### config.mk
export PLATFORM = sky130hd
export DESIGN_NAME = led_pattern_monitor
export DESIGN_NICKNAME = d
export VERILOG_FILES = /design/src/rtl/led_mon_pkg.sv /design/src/rtl/led_pattern_lut.sv /design/src/rtl/led_pattern_monitor.sv
export SDC_FILE = /design/constraint.sdc
export NUM_CORES = 1
export LEC_CHECK = 0
export BUFFER_PORTS_ARGS = -buffer_cell sky130_fd_sc_hd__buf_2
export CAP_MARGIN = 10
export CORE_AREA = 2 2 91 93
export DETAILED_ROUTE_END_ITERATION = 16
export DIE_AREA = 0 0 93 95
export GPL_ROUTABILITY_DRIVEN = 1
export PLACE_DENSITY = 0.66
export SYNTH_ARGS = -nofsm -noshare
export SYNTH_HDL_FRONTEND = slang
export SYNTH_SLANG_ARGS = --single-unit
### constraint.sdc
create_clock -name clk50M -period 11.4 [get_ports clk50M]
set_input_delay 2.28 -clock clk50M [delete_from_list [all_inputs] [get_ports clk50M]]
set_output_delay 2.28 -clock clk50M [all_outputs]
set_load 0.03 [all_outputs]
### src/rtl/led_mon_pkg.sv
// led_mon_pkg
// Shared definitions for the LED pattern monitor: step count, FSM state
// encoding and the reference pattern table of the fill/drain LED controller.
// No ports; imported by led_pattern_lut and led_pattern_monitor.
package led_mon_pkg;

  localparam int STEP_COUNT = 16;
  localparam int STEP_W     = $clog2(STEP_COUNT);

  typedef enum logic {
    SEARCH = 1'b0,
    TRACK  = 1'b1
  } state_t;

  // Mode 0 fills from the LSB (00, 01, 03 .. FF) and then drains from the
  // LSB (FE, FC .. 80). Mode 1 is the bit-reversed image of mode 0.
  function automatic logic [7:0] led_pattern(input logic mode, input logic [STEP_W-1:0] s);
    logic [8:0] fill;
    logic [7:0] p;
    logic [7:0] r;
    fill = (9'd1 << s) - 9'd1;
    if (s <= STEP_W'(8)) begin
      p = fill[7:0];
    end else begin
      p = 8'hFF << (s - STEP_W'(8));
    end
    for (int i = 0; i < 8; i++) begin
      r[i] = p[7-i];
    end
    return mode ? r : p;
  endfunction

endpackage

### src/rtl/led_pattern_lut.sv
// led_pattern_lut
// Combinational lookup of the expected LED pattern for a (mode, step) pair.
// Ports:
//   mode    - 0 = LSB-first fill/drain, 1 = MSB-first fill/drain
//   step    - step index 0..15
//   pattern - expected 8-bit LED value
import led_mon_pkg::*;

module led_pattern_lut (
  input  logic              mode,
  input  logic [STEP_W-1:0] step,
  output logic [7:0]        pattern
);

  assign pattern = led_pattern(mode, step);

endmodule

### src/rtl/led_pattern_monitor.sv
// led_pattern_monitor
// Passive checker on the 8-bit LED bus of the progressive fill/drain LED
// controller. Decodes the running mode and step, flags illegal transitions
// and counts completed 16-step cycles.
// Optional feature: define LED_PERIOD_CHECK_EN to also check the interval
// between LED changes against STEP_TICKS +/- TOL_TICKS (including stall
// detection). Without it no timer is built and only patterns are checked.
// Ports:
//   clk50M    - 50 MHz system clock
//   reset     - synchronous, active-high reset
//   led       - LED bus under observation (same clock domain)
//   locked    - 1 while a legal sequence is being tracked
//   mode_det  - decoded mode (0 = LSB-first, 1 = MSB-first)
//   step      - current step index 0..15
//   cycle_cnt - completed cycles, saturating
//   mode_sw   - one-cycle pulse on an accepted mode change
//   err       - one-cycle pulse on an illegal transition
//   err_cnt   - error count, saturating at 255
//   fault     - sticky error flag, cleared only by reset
import led_mon_pkg::*;

module led_pattern_monitor #(
  parameter int unsigned STEP_TICKS = 50_000_000,
  parameter int unsigned TOL_TICKS  = 1000,
  parameter int          CNT_W      = 16
) (
  input  logic             clk50M,
  input  logic             reset,
  input  logic [7:0]       led,
  output logic             locked,
  output logic             mode_det,
  output logic [3:0]       step,
  output logic [CNT_W-1:0] cycle_cnt,
  output logic             mode_sw,
  output logic             err,
  output logic [7:0]       err_cnt,
  output logic             fault
);

  localparam logic [STEP_W-1:0] LAST_STEP = STEP_W'(STEP_COUNT - 1);

  // A tolerance as wide as the step would make the lower interval bound meaningless.
  if (TOL_TICKS >= STEP_TICKS) begin : g_bad_tol
    $error("led_pattern_monitor: TOL_TICKS must be smaller than STEP_TICKS");
  end

  logic [7:0]        led_q;
  logic [7:0]        led_prev;
  logic              chg;
  state_t            state;
  state_t            state_n;
  logic              mode_n;
  logic [STEP_W-1:0] step_n;
  logic [STEP_W-1:0] step_inc;
  logic [CNT_W-1:0]  cyc_n;
  logic [7:0]        errc_n;
  logic              fault_n;
  logic              sw_n;
  logic              err_n;
  logic              bad;
  logic [7:0]        exp_next;
  logic [7:0]        exp_sw;

`ifdef LED_PERIOD_CHECK_EN
  localparam int TW = $clog2(STEP_TICKS + TOL_TICKS + 2);
  localparam logic [TW-1:0] MIN_T = TW'(STEP_TICKS - TOL_TICKS);
  localparam logic [TW-1:0] MAX_T = TW'(STEP_TICKS + TOL_TICKS);

  logic [TW-1:0] timer;
  logic [TW-1:0] timer_n;
  logic          first_iv;
  logic          first_n;
`endif

  // led_q is the registered bus; led_prev is the value it held one cycle
  // earlier, so a change is seen as a difference between the two registers.
  assign chg      = (led_q != led_prev);
  assign step_inc = step + 1'b1;
  assign locked   = (state == TRACK);

  led_pattern_lut u_lut_next (
    .mode    (mode_det),
    .step    (step_inc),
    .pattern (exp_next)
  );

  led_pattern_lut u_lut_sw (
    .mode    (~mode_det),
    .step    (STEP_W'(1)),
    .pattern (exp_sw)
  );

  // Next-state and status decode. Pattern actions are resolved first; any
  // violation (pattern or timing) then overrides them with the error action.
  always_comb begin
    state_n = state;
    mode_n  = mode_det;
    step_n  = step;
    cyc_n   = cycle_cnt;
    errc_n  = err_cnt;
    fault_n = fault;
    sw_n    = 1'b0;
    err_n   = 1'b0;
    bad     = 1'b0;
`ifdef LED_PERIOD_CHECK_EN
    timer_n = timer;
    first_n = first_iv;
`endif

    case (state)
      SEARCH: begin
        // Only a change leaving an all-off bus can start a sequence.
        if (chg && (led_prev == 8'h00)) begin
          if (led_q == 8'h01) begin
            state_n = TRACK;
            mode_n  = 1'b0;
            step_n  = STEP_W'(1);
          end else if (led_q == 8'h80) begin
            state_n = TRACK;
            mode_n  = 1'b1;
            step_n  = STEP_W'(1);
          end
        end
      end
      TRACK: begin
        if (chg) begin
          if (led_q == exp_next) begin
            step_n = step_inc;
            if ((step == LAST_STEP) && (cycle_cnt != {CNT_W{1'b1}})) begin
              cyc_n = cycle_cnt + 1'b1;
            end
          end else if ((step == '0) && (led_q == exp_sw)) begin
            mode_n = ~mode_det;
            step_n = STEP_W'(1);
            sw_n   = 1'b1;
          end else begin
            bad = 1'b1;
          end
        end
      end
      default: begin
        state_n = SEARCH;
      end
    endcase

`ifdef LED_PERIOD_CHECK_EN
    // The timer holds the number of cycles since the last change; the first
    // interval after locking is unchecked because its start was not timed.
    if (state == TRACK) begin
      if (chg) begin
        if (!first_iv && ((timer < MIN_T) || (timer > MAX_T))) begin
          bad = 1'b1;
        end
      end else if (timer > MAX_T) begin
        bad = 1'b1;
      end
    end
    if (chg || (state == SEARCH)) begin
      timer_n = TW'(1);
    end else if (timer <= MAX_T) begin
      timer_n = timer + TW'(1);
    end
    if (state == SEARCH) begin
      first_n = 1'b1;
    end else if (chg) begin
      first_n = 1'b0;
    end
`endif

    if (bad) begin
      err_n   = 1'b1;
      fault_n = 1'b1;
      state_n = SEARCH;
      step_n  = '0;
      sw_n    = 1'b0;
      mode_n  = mode_det;
      cyc_n   = cycle_cnt;
      if (err_cnt != 8'hFF) begin
        errc_n = err_cnt + 1'b1;
      end
    end
  end

  // State and status registers; reset dominates every other event.
  always_ff @(posedge clk50M) begin
    if (reset) begin
      led_q     <= 8'h00;
      led_prev  <= 8'h00;
      state     <= SEARCH;
      mode_det  <= 1'b0;
      step      <= '0;
      cycle_cnt <= '0;
      err_cnt   <= 8'h00;
      fault     <= 1'b0;
      mode_sw   <= 1'b0;
      err       <= 1'b0;
`ifdef LED_PERIOD_CHECK_EN
      timer     <= TW'(1);
      first_iv  <= 1'b1;
`endif
    end else begin
      led_q     <= led;
      led_prev  <= led_q;
      state     <= state_n;
      mode_det  <= mode_n;
      step      <= step_n;
      cycle_cnt <= cyc_n;
      err_cnt   <= errc_n;
      fault     <= fault_n;
      mode_sw   <= sw_n;
      err       <= err_n;
`ifdef LED_PERIOD_CHECK_EN
      timer     <= timer_n;
      first_iv  <= first_n;
`endif
    end
  end

endmodule

==> impl_results.md, run 1 <==
* Slew @ Worst Pin at between 800 and 900 ps
* Sequential area share after synthesis at 0.312
* Layout Nets at 441
* Worst vdd ir at 0.0591 mV
* Total track usage at 0.172
* Postcts setup bufs at 0
* Setup TNS at 0 ps
* Ys flop type: dfxtp_1
* RePlAce Congestion at between 0.8 and 0.9
* Setup Skew at 5.85 ps
* Global routing usage on met3 at 0.0295
* Mean Syn Cell Area at 8.07 um^2
* Clk_lat worst skew at approximately 300 ps
* Routed length per instance at 14.6 um
* Fillers at 813
* Synth Area in XOR/XNOR at 0.0609
* DRC violations left at 0
* Cell Area, Synth at around 0.0031 mm^2
* Hold Vio Cnt, Final at 0
* Syn nets at 410
* Width of the die at 93 um
* Met2 Resource Use GR at 0.291
* Met1 Use GR at 0.221
* Cell count after synthesis at 390
* Synth Area in Compound Gates at 0.195
* Clock sinks at between 40 and 50
* Synth Area in Adders at 0.0398
* Inserted Diodes at 0
* CTS root buf: clkbuf_8
* LEAKAGE at approximately 0.0014 uW
* Setup WS pre-CTS at approximately 6700 ps
* Worst rel slew slack at 0.407
* Data arrival time of the critical path at just under 5000 ps
* Fin crit period at 4760 ps
* Clock-pin slew on the worst setup and hold paths at around 90 ps
* Row cnt at 33
* Critical Path Fanout Max at 17
* Vias in the first global route at around 2600
* Initial Util at 0.397
* Syn-to-layout area delta at 10.9%
* Min-delay worst type: reg -> reg
* Hold path depth at 2
* Slowest-stage cell, CP: ha_1
* R2R Setup Slk at around 6600 ps
* CTS max path bufs at 2
* Layout cells sized above 1 at 0.164
* Hold_buf cts at 0
* Most frequent cells in the layout: dfxtp_1 (49), buf_2 (42), nor2_1 (38), nand3_1 (25), nand2_1 (23)
* Post-route worst setup slack at between 6000 and 7000 ps
* Die Height at roughly 95 um
* CTS tree: yes
* First-pass GRT wire length at 12500 um
* Post-Synth Simple-Gate Area at 0.299
* Final Setup Violations at 0
* PwrDens at around 92 mW/mm^2
* Number of routed nets with antenna violations at 0
* Area contributors post-synth: dfxtp_1 (31%), nor2_1 (4.5%), ha_1 (4.0%)
* GRT overflow at 0
* Final Cycle Share at 0.417
* RSZ-0062 raised after global routing: no
* Top cell type's share of synthesized area at 0.312
* Number of DRC markers in iteration 0 at between 200 and 250
* # IOs at between 40 and 50
* Mux contribution to synthesized area at 0.0434
* Detailed Place HPWL at between 5000 and 6000 um
* Status: complete, no violations
* Post-Route WL at 7660 um
* Htree depth at 2
* Async SR Flop Fraction at 0
* CP peak stage delay at around 670 ps
* Yosys cell types at between 60 and 70
* Post-synth EDFFs at 0
* DR vias at 3014
* Num CTS Buffers at 5
* Max cap viols at 0
* Die area at a little under 0.009 mm^2
* Type of destination of the critical path: flip-flop
* Final Max Slew Viols at 0
* Kind of critical path: reg -> reg
* Synth area leader: dfxtp_1
* Number of synthesized register bits at between 40 and 50
* Drt via density at ~5.7
* Number of port buffers at 42
* Yosys Warn Count at 0
* Max Freq at 210 MHz
* Largest net degree at the start of global routing at 51
* FF-to-FF path depth at 17
* Core area at 0.00793 mm^2
* CP Cell Sequence: ha_1 -> nor2_1 -> a21oi_1 -> o22ai_1 -> nand2_1 -> ha_1 -> nand2_1 -> mux2i_1 -> mux2_2 -> nand3_1 -> mux2i_1 -> or3_1 -> and3_1 -> a211oi_1 -> buf_4 -> a311oi_1 -> a41o_1
* GRT busiest layer: met2
* Initial antenna violation count at 0
* Largest family of logic cells by synthesized area: simple AND/OR/NAND/NOR gates
* Critical Path Start Type: flip-flop
* Drt pass-1 iters at 5
* Most common cell after layout, fill and taps aside: dfxtp_1
* Resized cells post-CTS at 0
* Required @ worst endpoint at 11600 ps
## state kept, by name (all words and copies together), names as in the netlist
name,flops
led_prev,8
mode_det,1
led_q,8
step,4
cycle_cnt,16
locked,1
err_cnt,8
err,1
mode_sw,1
fault,1
## report_power, final
part           switching, uW  internal, uW
Sequential              5.28           174
Combinational           23.9          14.2
Clock                   56.3          48.0
## critical path: cells and delay by family (launching register included)
family / cells / cell delay, ps
compound gates: 5 / 990
fa+ha+maj: 2 / 990
buf+inv: 1 / 230
flops: 1 / 570
mux: 3 / 740
simple gates: 6 / 1160
## area by class of cell
cell class | count | area [um^2] | share of cell area
Clock inverter | 1 | 7.51 | 0.00215
Sequential cell | 49 | 981 | 0.281
Clock buffer | 6 | 82.6 | 0.0237
Tap cell | 105 | 131 | 0.0376
Timing Repair Buffer | 43 | 218 | 0.0624
Multi-Input combinational cell | 305 | 2010 | 0.575
Inverter | 17 | 63.8 | 0.0183
## Yosys cell counts (3+ instances only)
cell type and n:
dfxtp_1 49, nor2_1 38, nand3_1 25, nand2_1 23
a21oi_1 22, inv_1 16, nor2b_1 16, nor3_1 13
clkbuf_1 12, and3_1 11, nor4_1 11, o21ai_0 11
or3_1 11, xor2_1 11, ha_1 10, xnor2_1 9
mux2i_1 8, or4_1 8, nand4_1 6, mux2_2 5
o211ai_1 5, o31ai_1 5, a311oi_1 4, buf_2 4
a21o_1 3, and4_1 3
## stage by stage
step	hold WS, ps	util	area [um^2]	power [uW]	cells
detailed placement	461	0.429	3400	221	519
finish	480	0.440	3490	322	526
floorplan	501	-	3150	212	390
CTS	485	0.440	3490	326	526
global placement	460	0.429	3400	221	519
global route	505	0.440	3490	335	526
## routing by layer
metal	up-vias	wire, um
met5	-	0
met1	1412	3520
met2	91	3700
met3	12	332
li1	1499	-
met4	0	104
## final timing paths
path,from,endpoint
worst min-delay path,fault$_SDFFE_PP0P_,fault$_SDFFE_PP0P_
worst max-delay path,step[1]$_SDFFE_PP0P_,err_cnt[7]$_SDFFE_PP0P_
worst max register to register,step[1]$_SDFFE_PP0P_,err_cnt[7]$_SDFFE_PP0P_
worst min register to register,fault$_SDFFE_PP0P_,fault$_SDFFE_PP0P_
## logic make-up after synthesis
family / Yosys count
adder cells (fa/ha/maj): 10
AND/OR/NAND/NOR: 177
multiplexers: 13
XOR/XNOR: 21
flip-flops: 49
buffers and inverters: 36
AO/OA/AOI/OAI: 84
No activity file was read; power rests on OpenSTA's default activity.
==> run 2, diff against run 1 <==
==> constraint.sdc (replaced) <==
create_clock -name clk50M -period 4.47 [get_ports clk50M]
set_input_delay 0.894 -clock clk50M [delete_from_list [all_inputs] [get_ports clk50M]]
set_output_delay 0.894 -clock clk50M [all_outputs]
set_load 0.03 [all_outputs]
==> run 2 against run 1 <==
Setup slack got worse by 6300 ps. Count of clock-buffer cells in the layout is the same. Final cell count up 1.1%. Critical endpoint unchanged. First-iteration DRC count down 28%. Non-clock buffer count up 5. Sequential share of layout area decreased by 0.53 points. Critical path depth stayed put.
==> impl_results.md, run 2 (synthesis gave the netlist of run 1 again) <==
* Status: complete, no violations
* Largest register FFs at 16 (unchanged)
* Vias in the first global route at 2826 (+8.3%)
* Final Max Slew Viols at 0 (unchanged)
* Sequential standard cell area at 982 um^2 (+0.13%)
* PwrDens at 246 mW/mm^2 (+170%)
* Width of the die at 93 um (unchanged)
* Total track usage at 0.183 (+0.0115)
* Worst flop-to-flop path endpoint: err_cnt[7]$_SDFFE_PP0P_
* Die area at 0.00884 mm^2 (unchanged)
* CTS root buf: clkbuf_8
* Die Height at 95 um (unchanged)
* Met1 Use GR at 0.242 (+0.0206)
* WHS Endpoint: fault$_SDFFE_PP0P_
* First-pass GRT wire length at 13300 um (+6.5%)
* Final Setup Violations at 0 (unchanged)
* Clock sinks at 49 (unchanged)
* Post-placement cell area at 0.00344 mm^2 (+1.1%)
* Initial Util at 0.397 (unchanged)
* Hold_buf cts at 0 (unchanged)
* GRT busiest layer: met2
* Critical Path Start Type: flip-flop
* Final instance area at 0.00356 mm^2 (+2.0%)
* GRT overflow at 0 (unchanged)
* Detailed Place HPWL at 5910 um (+4.7%)
* Min-delay src: fault$_SDFFE_PP0P_
* RSZ-0062 raised after global routing: no
* Fin crit period at 4130 ps (-630 ps)
* Core area at 0.00793 mm^2 (unchanged)
* Dpl cells at 524 (+0.96%)
* CTS tree: yes
* Max Freq at 242 MHz (+15%)
* Worst rel slew slack at 0.410 (+0.00332)
* Setup TNS at 0 ps (unchanged)
* Top reg by flops: cycle_cnt
* Met2 Resource Use GR at 0.306 (+0.0151)
* Htree depth at 2 (unchanged)
* Clk_lat worst skew at 300 ps (about the same)
* Slew @ Worst Pin at 884 ps (-4.99 ps)
* Postcts setup bufs at 0 (unchanged)
* Initial antenna violation count at 0 (unchanged)
* Drt pass-1 iters at 5 (unchanged)
* Type of destination of the critical path: flip-flop
* Number of DRC markers in iteration 0 at 145 (-28%)
* # IOs at 43 (unchanged)
* Kind of critical path: reg -> reg
* LEAKAGE at 0.00140 uW (+3.1%)
* Most frequent cells in the layout: dfxtp_1 (48), buf_2 (42), nor2_1 (38), nand3_1 (25), nand2_1 (23)
* DR vias at 3035 (+0.70%)
* Drt via density at 5.70 (-0.44%)
* Multi-input logic area at 0.00202 mm^2 (+0.56%)
* R2R Setup Slk at 340 ps (-6300 ps)
* Number of port buffers at 42 (unchanged)
* RePlAce Congestion at 0.957 (+19%)
* Resized cells post-CTS at 0 (unchanged)
* DRC violations left at 0 (unchanged)
* Global routing usage on met3 at 0.0311 (+0.00160)
* Syn-to-layout area delta at 13.2%
* Max cap viols at 0 (unchanged)
* Number of routed nets with antenna violations at 0 (unchanged)
* Post-Route WL at 7940 um (+3.8%)
* Routed length per instance at 14.9 um (+2.6%)
* Required @ worst endpoint at 4670 ps (-6930 ps)
* Most common cell after layout, fill and taps aside: dfxtp_1
* Row cnt at 33 (unchanged)
* Largest net degree at the start of global routing at 51 (unchanged)
* Data arrival time of the critical path at 4330 ps (-630 ps)
* Final Cycle Share at 0.923 (+0.506)
* CTS max path bufs at 2 (unchanged)
* Inserted Diodes at 0 (unchanged)
* Final Util at 0.449 (+0.00900)
* Num CTS Buffers at 5 (unchanged)
* Reg-to-reg critical path startpoint: step[0]$_SDFFE_PP0P_
* Worst vdd ir at 0.149 mV (+150%)
* Layout Nets at 446 (+1.1%)
* Setup Skew at 11.5 ps (+5.61 ps)
* WHS at 497 ps (+17.0 ps)
* Clock-pin slew on the worst setup and hold paths at 90 ps (about the same)
* Critical Path Fanout Max at 12 (-5)
* FF-to-FF path depth at 17 (unchanged)
* Hold Vio Cnt, Final at 0 (unchanged)
* Fillers at 822 (+1.1%)
* Hold path depth at 2 (unchanged)
* Layout cells sized above 1 at 0.180 (+0.0164)
* Non-Filler Instances at 532 (+1.1%)
* Min-delay worst type: reg -> reg
[run 2: changes by cell type in the layout (fill, tap and decap cells not counted)]
cell	before	now
nor4_2	0	1
a2111oi_2	0	1
clkbuf_8	6	5
dfxtp_1	49	48
clkinv_4	0	1
a2111oi_1	1	0
dfxtp_2	0	1
nor4_1	11	10
clkbuf_1	0	1
bufinv_16	0	1
clkinvlp_4	1	0
buf_4	1	6
[run 2: critical path, cell delays in order, from the launching register on]
cell and delay (ps):
dfxtp_1 340, ha_1 380, nor2_1 100, a21oi_1 230, o22ai_1 120, nand2_1 100
ha_1 300, nand2b_1 80, mux2i_1 280, mux2_2 400, nand4_1 110, mux2i_1 80
or3_1 390, and3_1 280, a211oi_1 270, buf_4 230, a311oi_1 110, a41o_1 230
[run 2: area by class of cell]
class / instances / area share
repair buffers: 48 / 0.0717
well taps: 105 / 0.0369
clock inverters: 2 / 0.0109
multi-input cells: 305 / 0.566
clock buffers: 6 / 0.0204
inverters: 17 / 0.0179
flip-flops and latches: 49 / 0.276
[run 2: worst max path at each step]
stage | from | to | slack, ps | depth (start not counted)
2_1_floorplan | step[1]$_SDFFE_PP0P_ | err_cnt[1]$_SDFFE_PP0P_ | 250 | 18
3_5_place_dp | step[2]$_SDFFE_PP0P_ | err_cnt[7]$_SDFFE_PP0P_ | 330 | 13
3_3_place_gp | step[2]$_SDFFE_PP0P_ | err_cnt[7]$_SDFFE_PP0P_ | 380 | 13
6_report | step[0]$_SDFFE_PP0P_ | err_cnt[7]$_SDFFE_PP0P_ | 340 | 17
5_1_grt | step[0]$_SDFFE_PP0P_ | cycle_cnt[6]$_SDFFE_PP0P_ | 10 | 16
4_1_cts | step[2]$_SDFFE_PP0P_ | err_cnt[7]$_SDFFE_PP0P_ | 310 | 13
[run 2: stage by stage]
step                setup WS (ps)  total power, uW
finish                        343              875
global route                 10.3              908
CTS                           306              880
detailed placement            331              565
global placement              382              564
floorplan                     251              542
[run 2: per-layer routing]
metal	up-vias	routed length, um
met3	14	366
li1	1506	-
met2	89	3750
met4	0	129
met5	-	0
met1	1426	3700
[run 2: report_power, final]
| part | switching, uW | internal, uW | total (uW) |
|---|---|---|---|
| Clock | 149 | 168 | 317 |
| Combinational | 62.2 | 37.0 | 99.3 |
| Sequential | 13.2 | 445 | 458 |
